**src/rtl/cnt_pkg.sv**
```systemverilog
// Shared constants and helpers for the modulo-N counter family.
package cnt_pkg;

  localparam logic DIR_UP = 1'b1;
  localparam logic DIR_DN = 1'b0;

  localparam int MODE_WRAP = 0;
  localparam int MODE_SAT  = 1;

  // Smallest r with 2**r >= value; lets parents size WIDTH from MODULUS.
  function automatic int clog2(input int value);
    int r;
    r = 0;
    while ((64'd1 << r) < 64'(value)) r++;
    return r;
  endfunction

endpackage

```
**src/rtl/modn_step.sv**
```systemverilog
// Combinational next-count for one enabled step, with boundary detect.
// Out-of-range inputs collapse to 0 so a faulted count recovers on the next step.
module modn_step
  import cnt_pkg::*;
#(
  parameter int MODULUS  = 5,
  parameter int WIDTH    = 3,
  parameter int SATURATE = MODE_WRAP
) (
  input  logic [WIDTH-1:0] cur,
  input  logic             up,
  output logic [WIDTH-1:0] nxt,
  output logic             boundary
);

  localparam logic [WIDTH-1:0] MAX_VAL = WIDTH'(MODULUS - 1);
  localparam logic [WIDTH:0]   MOD_W   = (WIDTH + 1)'(MODULUS);

  always_comb begin
    nxt      = cur;
    boundary = 1'b0;
    if ({1'b0, cur} >= MOD_W) begin
      nxt = '0;
    end else if (up == DIR_UP) begin
      // Explicit compare so MODULUS == 2**WIDTH never relies on overflow.
      if (cur == MAX_VAL) begin
        boundary = 1'b1;
        nxt      = (SATURATE == MODE_SAT) ? cur : '0;
      end else begin
        nxt = cur + WIDTH'(1);
      end
    end else begin
      if (cur == '0) begin
        boundary = 1'b1;
        nxt      = (SATURATE == MODE_SAT) ? cur : MAX_VAL;
      end else begin
        nxt = cur - WIDTH'(1);
      end
    end
  end

endmodule

```
**src/rtl/modn_updown_counter.sv**
```systemverilog
// Modulo-N up/down counter with clear, range-checked load, wrap/saturate mode.
// All outputs are registered; flags are computed from the next count.
module modn_updown_counter
  import cnt_pkg::*;
#(
  parameter int MODULUS  = 5,
  parameter int WIDTH    = 3,
  parameter int SATURATE = MODE_WRAP
) (
  input  logic             clk,
  input  logic             reset_n,
  input  logic             en,
  input  logic             up,
  input  logic             clr,
  input  logic             load,
  input  logic [WIDTH-1:0] load_val,
  output logic [WIDTH-1:0] cnt,
  output logic             at_max,
  output logic             at_min,
  output logic             evt,
  output logic             load_err
);

  localparam logic [WIDTH-1:0] MAX_VAL = WIDTH'(MODULUS - 1);
  localparam logic [WIDTH:0]   MOD_W   = (WIDTH + 1)'(MODULUS);

  if (MODULUS < 2 || (64'd1 << WIDTH) < 64'(MODULUS)) begin : g_bad_params
    $error("modn_updown_counter: need MODULUS >= 2 and 2**WIDTH >= MODULUS");
  end

  logic [WIDTH-1:0] cnt_q, cnt_d;
  logic             at_max_q, at_max_d;
  logic             at_min_q, at_min_d;
  logic             evt_q, evt_d;
  logic             load_err_q, load_err_d;
  logic [WIDTH-1:0] step_nxt;
  logic             step_boundary;

  modn_step #(
    .MODULUS (MODULUS),
    .WIDTH   (WIDTH),
    .SATURATE(SATURATE)
  ) u_step (
    .cur     (cnt_q),
    .up      (up),
    .nxt     (step_nxt),
    .boundary(step_boundary)
  );

  // clr > load > en; a rejected load also swallows the same-cycle step.
  always_comb begin
    cnt_d      = cnt_q;
    evt_d      = 1'b0;
    load_err_d = 1'b0;
    if (clr) begin
      cnt_d = '0;
    end else if (load) begin
      if ({1'b0, load_val} < MOD_W) cnt_d = load_val;
      else                          load_err_d = 1'b1;
    end else if (en) begin
      cnt_d = step_nxt;
      evt_d = step_boundary;
    end
    at_max_d = (cnt_d == MAX_VAL);
    at_min_d = (cnt_d == '0);
  end

  always_ff @(posedge clk or negedge reset_n) begin
    if (!reset_n) begin
      cnt_q      <= '0;
      at_max_q   <= 1'b0;
      at_min_q   <= 1'b1;
      evt_q      <= 1'b0;
      load_err_q <= 1'b0;
    end else begin
      cnt_q      <= cnt_d;
      at_max_q   <= at_max_d;
      at_min_q   <= at_min_d;
      evt_q      <= evt_d;
      load_err_q <= load_err_d;
    end
  end

  assign cnt      = cnt_q;
  assign at_max   = at_max_q;
  assign at_min   = at_min_q;
  assign evt      = evt_q;
  assign load_err = load_err_q;

endmodule
```
**config.mk**
```make
export PLATFORM = sky130hd
export DESIGN_NAME = modn_updown_counter
export DESIGN_NICKNAME = d
export VERILOG_FILES = /design/src/rtl/cnt_pkg.sv /design/src/rtl/modn_step.sv /design/src/rtl/modn_updown_counter.sv
export SDC_FILE = /design/constraint.sdc
export NUM_CORES = 1
export LEC_CHECK = 0
export ABC_AREA = 1
export BUFFER_PORTS_ARGS = -buffer_cell sky130_fd_sc_hd__clkbuf_2
export CORE_UTILIZATION = 30
export DETAILED_ROUTE_END_ITERATION = 10
export PLACE_DENSITY_LB_ADDON = 0.12
export SKIP_CTS_REPAIR_TIMING = 1
export SKIP_LAST_GASP = 1
export SYNTH_ARGS = -nofsm -noshare
export SYNTH_HDL_FRONTEND = slang
export SYNTH_SLANG_ARGS = --single-unit
```
**constraint.sdc**
```tcl
create_clock -name clk -period 1.39 [get_ports clk]
set_input_delay 0.139 -clock clk [delete_from_list [all_inputs] [get_ports clk]]
set_output_delay 0.139 -clock clk [all_outputs]
set_load 0.02 [all_outputs]
```
After elaboration in Yosys (flattened, before gate mapping)
Index checks and enable logic that the tools add are counted.
{"block": "classes", "add_sub_neg": 2, "multipliers": 0, "n_div": 0, "order_cmp": 2, "eq_ne": 2, "n_shift": 0, "n_mux": 18, "n_bitwise": 0, "n_reduce_logical": 2}
{"operator": "2-to-1 mux 3 bit", "count": 8}
{"operator": "2-to-1 mux 1 bit", "count": 10}
{"operator": "== test 3 bit (second input constant)", "count": 2}
{"operator": "zero test 3 bit", "count": 2}
{"operator": "adder 3 x 1 -> 3 bit (second input constant)", "count": 1}
{"operator": ">= comparator 3 bit (second input constant)", "count": 1}
{"operator": "less-than comparator 3 bit (second input constant)", "count": 1}
{"operator": "subtractor 3 x 1 -> 3 bit (second input constant)", "count": 1}
{"block": "totals", "register_bits": 7, "latchBits": 0, "mem_bits_rw": 0, "mem_bits_ro": 0, "out_inout_bits": 7, "n_memories": 0}

Longest topological paths before layout
Gate-level depths: netlist (run 1).
{"block": "depth", "ltp_word": 8, "ltp_mapped": 10}

Cells and area by module
From an unflattened synthesis (run 1), not the netlist that was laid out.
{"block": "hier_totals", "cells_unflattened": 84, "hier_area_um2": 558.0}
{"mod": "modn_updown_counter", "instances": 1, "cells_each": 50, "area_per_inst_um2": 372.9, "seq_area_each_um2": 176.4}
{"mod": "modn_step", "instances": 1, "cells_each": 34, "area_per_inst_um2": 185.2, "seq_area_each_um2": 0.0}

Worst setup path before layout (run 1)
No wires, ideal clock.
{"block": "synth_timing", "kind": "reg2reg", "start": "register cnt_q[0] (netlist: cnt[0])", "end": "register at_min_q (netlist: at_min)", "setup_time_ns": 0.076, "t_arrival_ns": 1.398, "path_slack_ns": -0.084, "stages_incl_launch_ff": 9, "period_less_slack_ns": 1.474, "path_cell_list": "dfrtp_1 > inv_2 > ha_1 > o21ai_0 > nand3_1 > nand2_1 > nand2_1 > a21oi_2 > nor2_2"}
{"block": "synth_via", "elab_chain_cells": 8, "elab_cells_between_ends": 14, "cone_classes": "add/sub (2); order compare (1); eq/ne (1); mux (8); reduce/logical (2)"}
{"item": "from (decl)", "line_no": "modn_updown_counter.sv:31", "rtl": "logic [WIDTH-1:0] cnt_q, cnt_d;"}
{"item": "from (signal assigned)", "line_no": "modn_updown_counter.sv:76", "rtl": "cnt_q <= cnt_d;"}
{"item": "subtractor 3 x 1 -> 3 bit, or another cell as far along", "line_no": "modn_step.sv:37", "rtl": "nxt = cur - WIDTH'(1);"}
{"item": "2-to-1 mux 3 bit (on tied branches)", "line_no": "modn_step.sv:33, modn_step.sv:26"}
{"item": "2-to-1 mux 3 bit", "line_no": "modn_step.sv:24", "rtl": "end else if (up == DIR_UP) begin"}
{"item": "2-to-1 mux 3 bit *", "line_no": "modn_step.sv:22", "rtl": "if ({1'b0, cur} >= MOD_W) begin"}
{"item": "2-to-1 mux 3 bit *", "line_no": "modn_updown_counter.sv:60", "rtl": "end else if (en) begin"}
{"item": "2-to-1 mux 3 bit *", "line_no": "modn_updown_counter.sv:57", "rtl": "end else if (load) begin"}
{"item": "2-to-1 mux 3 bit *", "line_no": "modn_updown_counter.sv:55", "rtl": "if (clr) begin"}
{"item": "net cnt_d[2]", "line_no": "modn_updown_counter.sv:31"}
{"item": "zero test 3 bit *", "line_no": "modn_updown_counter.sv:65", "rtl": "at_min_d = (cnt_d == '0);"}
{"item": "net at_min_d", "line_no": "modn_updown_counter.sv:33", "rtl": "logic at_min_q, at_min_d;"}
{"item": "to (signal assigned)", "line_no": "modn_updown_counter.sv:78", "rtl": "at_min_q <= at_min_d;"}
{"item": "to (decl)", "line_no": "modn_updown_counter.sv:33"}
Mark *: on every way through the listed nets, which the timed path passes. The rest lies on a longest branch.

Worst setup path in the final report (run 1)
{"block": "layout_timing", "start": "register cnt_q[0] (netlist: cnt[0])", "end": "register at_max_q (netlist: at_max)"}
{"block": "layout_via", "elab_chain_cells": 8, "elab_cells_between_ends": 14, "cone_classes": "add/sub (2); order compare (1); eq/ne (2); mux (8); reduce/logical (1)"}
{"item": "subtractor 3 x 1 -> 3 bit, or another cell as far along", "line_no": "modn_step.sv:37"}
{"item": "2-to-1 mux 3 bit (on tied branches)", "line_no": "modn_step.sv:33, modn_step.sv:26"}
{"item": "2-to-1 mux 3 bit", "line_no": "modn_step.sv:24"}
{"item": "2-to-1 mux 3 bit", "line_no": "modn_step.sv:22"}
{"item": "2-to-1 mux 3 bit", "line_no": "modn_updown_counter.sv:60"}
{"item": "2-to-1 mux 3 bit *", "line_no": "modn_updown_counter.sv:57"}
{"item": "2-to-1 mux 3 bit *", "line_no": "modn_updown_counter.sv:55"}
{"item": "== test 3 bit *", "line_no": "modn_updown_counter.sv:64", "rtl": "at_max_d = (cnt_d == MAX_VAL);"}
{"item": "net at_max_d", "line_no": "modn_updown_counter.sv:32", "rtl": "logic at_max_q, at_max_d;"}
{"item": "to (signal assigned)", "line_no": "modn_updown_counter.sv:77", "rtl": "at_max_q <= at_max_d;"}
{"item": "to (decl)", "line_no": "modn_updown_counter.sv:32"}
Marked as above.

==> results by group, run 1 <==
Logic synthesis
  • Sequential area share after synthesis: 32.94%
  • Number of synthesized register bits: 7
  • Synth top area share: about 28%
  • Synth top area cells: dfrtp_1, nand2_1, ha_1, a21oi_2, nand2_2
  • YS warnings: 0
  • Syn_area_per_cell: 7.237 um^2
  • Synth Cell Area: 535.5 um^2
  • Post-Syn Instances: 74
  • Largest area contributor in the netlist: dfrtp_1
  • Syn_nets: 87
  • Netlist cell types: 20

Final layout
  • Layout cells sized above 1: a little under half
  • Area growth from synthesis to layout: 40.65%
  • Commonest non-fill, non-tap cell in the layout: clkbuf_2
  • Area of the multi-input gates: 341.6 um^2
  • N_diodes: 0
  • Finished Cell Area: 753.2 um^2
  • FILL cells: 167
  • Commonest non-fill, non-tap cells in the layout: clkbuf_2, nand2_1, nor2_1
  • Final core utilization: 47.25%
  • Final #Nets: ~110
  • Register cell area after layout: 178.9 um^2

Timing
  • Final hold violation count: 0
  • Slew Limit Fails: 0
  • FMAX: 0.7118 GHz
  • Slew margin rel.: 78.68%
  • Worst setup margin: -0.01497 ns
  • Min Tclk post-route: 1.405 ns
  • Total negative slack: -0.01497 ns
  • Skew final: 0.003680 ns
  • Slew at the pin closest to its max-slew limit: 0.3183 ns
  • Final period utilization: 101.1%
  • Final setup violation count: 1
  • RSZ-0062 raised after global routing: yes

CTS
  • Worst-Skew Late Latency: 0.25 ns
  • Clk sinks: 7
  • Root Driver: clkbuf_4
  • Clk pin slew, worst setup/hold paths: 0.05 ns
  • H-tree Lvls: 1
  • Total CTS buffers: 3
  • CTS tree: yes
  • Clk buf depth: 2

Global routing
  • Largest net degree at the start of global routing: 8
  • Global-route wire length before repair: 1.932 mm
  • Initial antenna violation count: 0
  • Vias in the first global route: 486
  • Aggregate global-route resource usage: between 10% and 20%
  • Global route overflow: 0

Pwr
  • Tot Pwr: 0.6511 mW
  • Maximum vdd drop: approximately 0.5 mV
  • Leakage: 0.3979 nW
  • PwrDens: ~860 mW/mm^2

Routing
  • Drc violations: 1
  • First-pass iteration count of the detailed router: 7
  • Initial DRC count: 9
  • DRT antenna net count: 0
  • Via density: between 4 and 5
  • Drt wl/cell: 10.10 um
  • Routed vias: 544
  • Final WL: roughly 1.2 mm

Worst setup path
  • R2r worst-path depth: 8
  • Worst path required time: between 1.5 and 2 ns
  • FF-to-FF Start: cnt[0]
  • CP Max Fanout: 4
  • Register-to-register setup slack: -0.01 ns
  • Worst setup EP type: flop
  • Startpoint types: flop
  • Terminus of the critical flop-to-flop path: at_max
  • Critical path class: reg -> reg
  • Crit-path max cell delay: 0.45 ns
  • Slowest-stage cell, CP: dfrtp_2
  • Crit-path cells: ha_4 > nand3b_1 > a21oi_2 > nand2_1 > nand2_1 > nand2_2 > nand2_2 > nor2_1
  • Worst EP arrival: 1.55 ns

Die
  • DIE HEIGHT: 44.25 um
  • Die Wd: 44.25 um
  • I/O Pins: 16
  • Full die area: 0.001958 mm^2
  • Initial core utilization: 33.59%
  • # rows: 14
  • Core footprint: about 0.0016 mm^2

Worst hold path
  • Hold WC Path Type: in -> reg
  • Hold-critical path depth: 2
  • Worst min-delay path startpoint: clr
  • Hold Path End: load_err

Placement
  • Gp weighted congestion: 0.7230
  • Hpwl dp: approximately 980 um
  • Place WS: -0.03058 ns
  • Port Buf Inserts: 15
  • Area after DPL: 673.1 um^2

Run
  • Max-Cap Viols: 0

Run status
  • Violated checks: design-rule violations, negative setup slack
  • Run status: finished, violations left
-- critical path: cells and delay by family (launching register included) --
| kind | cells | cell delay (ns) |
|---|---|---|
| AO/OA/AOI/OAI | 1 | 0.17 |
| adder cells (fa/ha/maj) | 1 | 0.17 |
| flip-flops | 1 | 0.45 |
| AND/OR/NAND/NOR | 6 | 0.50 |
-- routing by layer --
layer / vias to the layer above / routed length [um] / GRT usage (%)
li1: 290 / - / -
met5: - / 0 / 0
met4: 0 / 0 / 1.818
met1: 237 / 537 / 16.42
met2: 17 / 628 / 23.82
met3: 0 / 75 / 5.306
-- power by group --
part | switching (mW) | internal (mW) | leakage (nW)
clock network | 0.0744 | 0.109 | 0.0150
logic | 0.135 | 0.0938 | 0.295
registers | 0.0153 | 0.224 | 0.0878
-- synth_stat cells (all sizes together) --
cell type  instances
clkinv             2
a21oi              7
and3b              1
inv               11
dfrtp              6
nor2              10
a31oi              1
o21ai              6
ha                 4
nand2             19
nand3              3
nor3               1
nand3b             2
dfstp              1
-- area by class of cell --
| type | count | share of cell area (%) |
|---|---|---|
| multi-input combinational | 54 | 45.35 |
| sequential | 7 | 23.75 |
| inverter | 13 | 7.143 |
| timing repair buffer | 21 | 16.28 |
| clock buffer | 4 | 3.488 |
| tap | 24 | 3.987 |
-- worst max-delay path by stage --
stage / start / to / slack [ns] / cells past startpoint
3_5_place_dp: cnt[1] / at_min / -0.03 / 10
4_1_cts: cnt[1] / at_min / -0.05 / 10
5_1_grt: cnt[1] / at_max / -0.07 / 9
2_1_floorplan: cnt[0] / at_min / 0.009 / 8
3_3_place_gp: cnt[1] / at_min / -0.03 / 10
6_report: cnt[0] / at_max / -0.01 / 8
-- state kept, by name, summed over array words and instances (netlist names) --
register	count
cnt	3
at_max	1
at_min	1
evt	1
load_err	1
-- per-stage QoR --
step	std cells	hold WS (ns)
6_report	123	0.1240
5_1_grt	123	0.1483
4_1_cts	121	-0.2810
3_5_place_dp	117	-0.01006
3_3_place_gp	117	-0.01125
2_1_floorplan	74	-0.1566
-- cell families after synthesis --
group	share of synthesized area, %
buffers and inverters	9.113
AO/OA/AOI/OAI	16.82
flip-flops	32.94
AND/OR/NAND/NOR	31.77
adder cells (fa/ha/maj)	9.346
Power figures use the tool's default switching activity.
==> run 2: changes to the inputs <==
- BUFFER_PORTS_ARGS: -buffer_cell sky130_fd_sc_hd__clkbuf_2 -> unset
- DONT_BUFFER_PORTS: unset -> 1
- clock period: 1.39 -> 1.3 ns (I/O delays scaled with it)
==> run 2 against run 1 <==
Compared with the run above:
- the run still ends with design-rule violations, negative setup slack left
- largest cell class unchanged
- critical path type unchanged
- sequential share of layout area is 2.1 points higher
- hold slack worse by 0.097 ns
- largest power group unchanged
- non-clock buffer count decreased by 13
- critical endpoint unchanged
- setup slack got worse by 0.070 ns
- die area stayed put
- first-iteration DRC count grew 33%
- routed wire length shrank 5.6%
- clock-buffer cell count unchanged
- final area down 8.0%
==> results by group, run 2 (synthesis gave the netlist of run 1 again) <==
Pwr
  • Leakage: 0.3436 nW
  • Tot Pwr: between 0.6 and 0.7 mW
  • Sw Ratio: 33.38%
  • Maximum vdd drop: between 0.3 and 0.4 mV
  • Internal power: 0.4436 mW
  • Combinational Power Share: 30.5%
  • Flop pwr share: 40.0%
  • Sw power: 0.2223 mW
  • PwrDens: 960.6 mW/mm^2
  • Clk pwr share: 29.5%

Timing
  • Total negative slack: -0.1455 ns
  • Final period utilization: 106.5%
  • Slew margin rel.: 78.40%
  • Slew Limit Fails: 0
  • Min Tclk post-route: 1.385 ns
  • RSZ-0062 raised after global routing: yes
  • FMAX: 0.7221 GHz
  • Skew final: 0.001366 ns
  • Worst setup margin: -0.08489 ns
  • Final hold violation count: 0
  • Slew at the pin closest to its max-slew limit: between 0.3 and 0.4 ns
  • Final setup violation count: 2

Worst setup path
  • FF-to-FF Start: cnt[0]
  • CP startpoint: cnt[0]
  • CP Max Fanout: 4
  • Register-to-register setup slack: -0.08 ns
  • Startpoint types: flop
  • Critical path class: reg -> reg
  • Worst path required time: approximately 1.5 ns
  • Worst setup EP type: flop
  • Worst EP arrival: 1.53 ns

Final layout
  • Max reg flops: 3
  • Area growth from synthesis to layout: 29.44%
  • Commonest non-fill, non-tap cell in the layout: nand2_1
  • Commonest non-fill, non-tap cells in the layout: nand2_1, nor2_1, inv_1, buf_4
  • Final core utilization: 43.49%
  • Register cell area after layout: 178.9 um^2
  • Layout Cells excl Fill: 110
  • N_diodes: 0
  • FILL cells: 157
  • Area of the multi-input gates: between 300 and 400 um^2
  • Final #Nets: 100
  • Layout cells sized above 1: 37.21%

Routing
  • Initial DRC count: 12
  • Drt wl/cell: between 10 and 15 um
  • DRT antenna net count: 0
  • Routed vias: 500
  • First-pass iteration count of the detailed router: 7
  • Drc violations: 2
  • Final WL: 1.173 mm
  • Via density: roughly 4.5

CTS
  • Root Driver: clkbuf_4
  • CTS tree: yes
  • Clk pin slew, worst setup/hold paths: 0.05 ns
  • H-tree Lvls: 1
  • Worst-Skew Late Latency: 0.25 ns
  • Total CTS buffers: 3
  • Clk buf depth: 2
  • Clk sinks: 7

Global routing
  • Global-route wire length before repair: 1.890 mm
  • Global route overflow: 0
  • Largest net degree at the start of global routing: 8
  • Initial antenna violation count: 0
  • Vias in the first global route: 449
  • Aggregate global-route resource usage: between 10 and 15%

Run status
  • Run status: finished, violations left
  • Violated checks: design-rule violations, negative setup slack

Placement
  • Port Buf Inserts: 0
  • Hpwl dp: 989.1 um
  • Placed insts: 104
  • Place WS: -0.09364 ns
  • Gp weighted congestion: 0.7322

Die
  • Core footprint: 0.001594 mm^2
  • I/O Pins: 16
  • # rows: 14
  • Initial core utilization: 33.59%
  • Die Wd: approximately 44 um
  • DIE HEIGHT: 44.25 um
  • Full die area: about 0.0020 mm^2

Run
  • Max-Cap Viols: 0

Worst hold path
  • Worst min-delay path startpoint: load
  • Hold WC Path Type: in -> reg
-- run 2: cell types whose count changed in the layout (fill, tap and decap cells not counted) --
cell | before | now
buf_4 | 5 | 6
clkbuf_2 | 15 | 0
dlygate4sd3_1 | 1 | 2
nand2_1 | 13 | 14
nand2_2 | 6 | 5
-- run 2: layout make-up --
type	count	share of cell area (%)
multi-input cells	54	48.92
flip-flops and latches	7	25.81
repair buffers	8	9.386
inverters	13	7.762
well taps	24	4.332
clock buffers	4	3.791
-- run 2: metal layers --
| layer | track usage [%] | routed length [um] |
|---|---|---|
| met5 | 0 | 0 |
| met1 | 16.12 | 469 |
| met3 | 6.122 | 124 |
| met4 | 5.455 | 19 |
| met2 | 22.65 | 559 |
-- run 2: power groups by stage --
stage | Combinational (mW) | Sequential (mW) | Clock, mW
6_report | 0.203 | 0.266 | 0.196
4_1_cts | 0.194 | 0.267 | 0.207
2_1_floorplan | 0.131 | 0.280 | 0
5_1_grt | 0.229 | 0.268 | 0.213
3_3_place_gp | 0.197 | 0.270 | 0
3_5_place_dp | 0.193 | 0.270 | 0
-- run 2: critical path: stages, from the launching register on --
cell and delay [ns]:
dfrtp_2 0.45, ha_4 0.17, nand3b_1 0.19, a21oi_2 0.16
nand2_1 0.06, nand2_1 0.07, nand2_2 0.06, nand2_2 0.07
nor2_1 0.04
-- run 2: through the flow --
stage	cell area, um^2	hold slack (ns)
floorplan	568.0	-0.1656
global placement	643.1	-0.1654
detailed placement	643.1	-0.1654
CTS	669.4	-0.4403
global route	693.2	0.02539
finish	693.2	0.02714
-- run 2: path summary, 6_finish.rpt --
path / endpoint / depth (start not counted)
worst min-delay path: load_err / 2
worst max register to register: at_max / 8
worst min register to register: cnt[2] / 3
worst max-delay path: at_max / 8
min in group asynchronous: load_err / 1
max in group asynchronous: at_min / 1
==> run 3: changes to the inputs <==
- CTS_CLUSTER_SIZE: unset -> 40
- REMOVE_ABC_BUFFERS: unset -> 1
==> run 3 against run 2 <==
Compared with the run above:
- the run ends with negative setup slack left
- via count up 11%
- utilization increased by 8.2 points
- routed wire length increased by 16%
- final area rose by 19%
- clock-buffer cell count is the same
- critical path type unchanged
- largest power group is now combinational logic
- highest routed layer unchanged
==> results by group, run 3 (synthesis gave the netlist of run 1 again) <==
Routing
  • Drt wl/cell: around 12 um
  • Drc violations: 0
  • DRT antenna net count: 0
  • Routed vias: 556
  • Via density: around 4.7
  • Final WL: approximately 1.4 mm
  • First-pass iteration count of the detailed router: 5
  • Initial DRC count: 6

CTS
  • Worst-Skew Late Latency: 0.25 ns
  • Clk sinks: 7
  • H-tree Lvls: 1
  • Clk pin slew, worst setup/hold paths: 0.05 ns
  • Total CTS buffers: 3
  • Root Driver: clkbuf_4
  • CTS tree: yes
  • Clk buf depth: 2

Placement
  • Place WS: -0.1616 ns
  • Gp weighted congestion: 0.7410
  • Hpwl dp: 962 um
  • Placed insts: 105
  • Port Buf Inserts: 0

Global routing
  • Global-route wire length before repair: around 1.9 mm
  • Grt peak-use layer: met2
  • Initial antenna violation count: 0
  • Global route overflow: 0
  • Met2 GRT Util: 22.06%
  • Met3 usage: roughly 5.7%
  • Largest net degree at the start of global routing: 8
  • Aggregate global-route resource usage: about 14%
  • M1 GR Usage: 17.38%
  • Vias in the first global route: 480

Worst hold path
  • Worst min-delay path startpoint: clr
  • Hold Path End: cnt[1]
  • Hold WC Path Type: in -> reg
  • Hold-critical path depth: 3

Worst setup path
  • Critical path class: reg -> reg
  • FF-to-FF Start: cnt[0]
  • Terminus of the critical flop-to-flop path: at_max
  • R2r worst-path depth: 8
  • Worst EP arrival: 1.56 ns
  • Register-to-register setup slack: -0.12 ns
  • Startpoint types: flop
  • Worst setup EP type: flop
  • Worst path required time: 1.44 ns
  • CP Max Fanout: 5

Timing
  • FMAX: 0.7049 GHz
  • Worst Hold Slack: 0.03345 ns
  • Final setup violation count: 4
  • RSZ-0062 raised after global routing: yes
  • Total negative slack: -0.3026 ns
  • Min Tclk post-route: 1.419 ns
  • Slew Limit Fails: 0
  • Slew margin rel.: 77.26%
  • Slew at the pin closest to its max-slew limit: 0.3395 ns
  • Final period utilization: 109.1%
  • Skew final: between 0.004 and 0.005 ns
  • Final hold violation count: 0
  • Worst setup margin: -0.1187 ns

Final layout
  • Commonest non-fill, non-tap cells in the layout: nand2_1, buf_4, nor2_1
  • Layout Cells excl Fill: 118
  • Final core utilization: between 50 and 60%
  • Area growth from synthesis to layout: 53.97%
  • N_diodes: 0
  • Final #Nets: 108
  • Max reg flops: 3
  • Layout cells sized above 1: between 50% and 60%
  • Commonest non-fill, non-tap cell in the layout: nand2_1

Run
  • Max-Cap Viols: 0

Die
  • Initial core utilization: roughly a third
  • I/O Pins: 16
  • Die Wd: 44.25 um
  • Full die area: 0.001958 mm^2
  • DIE HEIGHT: 44.25 um
  • # rows: 14
  • Core footprint: 0.001594 mm^2

Pwr
  • PwrDens: about 900 mW/mm^2
  • Leakage: 0.3997 nW
  • Maximum vdd drop: 0.5101 mV

Run status
  • Violated checks: negative setup slack
  • Run status: finished, violations left
[run 3: layer usage]
| layer | vias up | share of wire, % |
|---|---|---|
| met5 | - | 0 |
| met4 | 0 | 1.5 |
| met3 | 2 | 5.1 |
| met2 | 17 | 50 |
| met1 | 262 | 43 |
| li1 | 275 | - |
[run 3: worst max path at each step]
stage	start	cells after the start	slack, ns	to
2_1_floorplan	cnt[0]	8	-0.17	at_min
3_3_place_gp	cnt[0]	8	-0.16	at_min
3_5_place_dp	cnt[0]	8	-0.16	at_max
4_1_cts	cnt[0]	10	-0.17	at_max
5_1_grt	cnt[1]	9	-0.20	at_max
6_report	cnt[0]	8	-0.12	at_max
[run 3: area by class of cell]
cell class | count | area (um^2)
Inverter | 13 | 53.80
Tap cell | 24 | 30.03
Sequential cell | 7 | 178.9
Fill cell | 159 | 769.5
Timing Repair Buffer | 16 | 140.1
Multi-Input combinational cell | 54 | 395.4
Clock buffer | 4 | 26.28
[run 3: per-stage QoR]
stage	area, um^2	power [mW]
after floorplan	535.5	0.3979
final	824.5	0.7314
after CTS	644.4	0.6540
after global placement	618.1	0.4508
after global routing	824.5	0.7837
after detailed placement	618.1	0.4507
[run 3: where the power goes]
group / leakage, nW / internal [mW] / switching, mW
Sequential: 0.0878 / 0.240 / 0.0293
Combinational: 0.297 / 0.127 / 0.143
Clock: 0.0150 / 0.117 / 0.0759
Total: 0.400 / 0.484 / 0.248
[run 3: critical path: stages (launching register included)]
cell and delay (ns):
dfrtp_2 0.46, ha_4 0.18, nand3b_1 0.19, a21oi_2 0.17
nand2_1 0.07, nand2_1 0.07, nand2_2 0.06, nand2_2 0.07
nor2_1 0.04
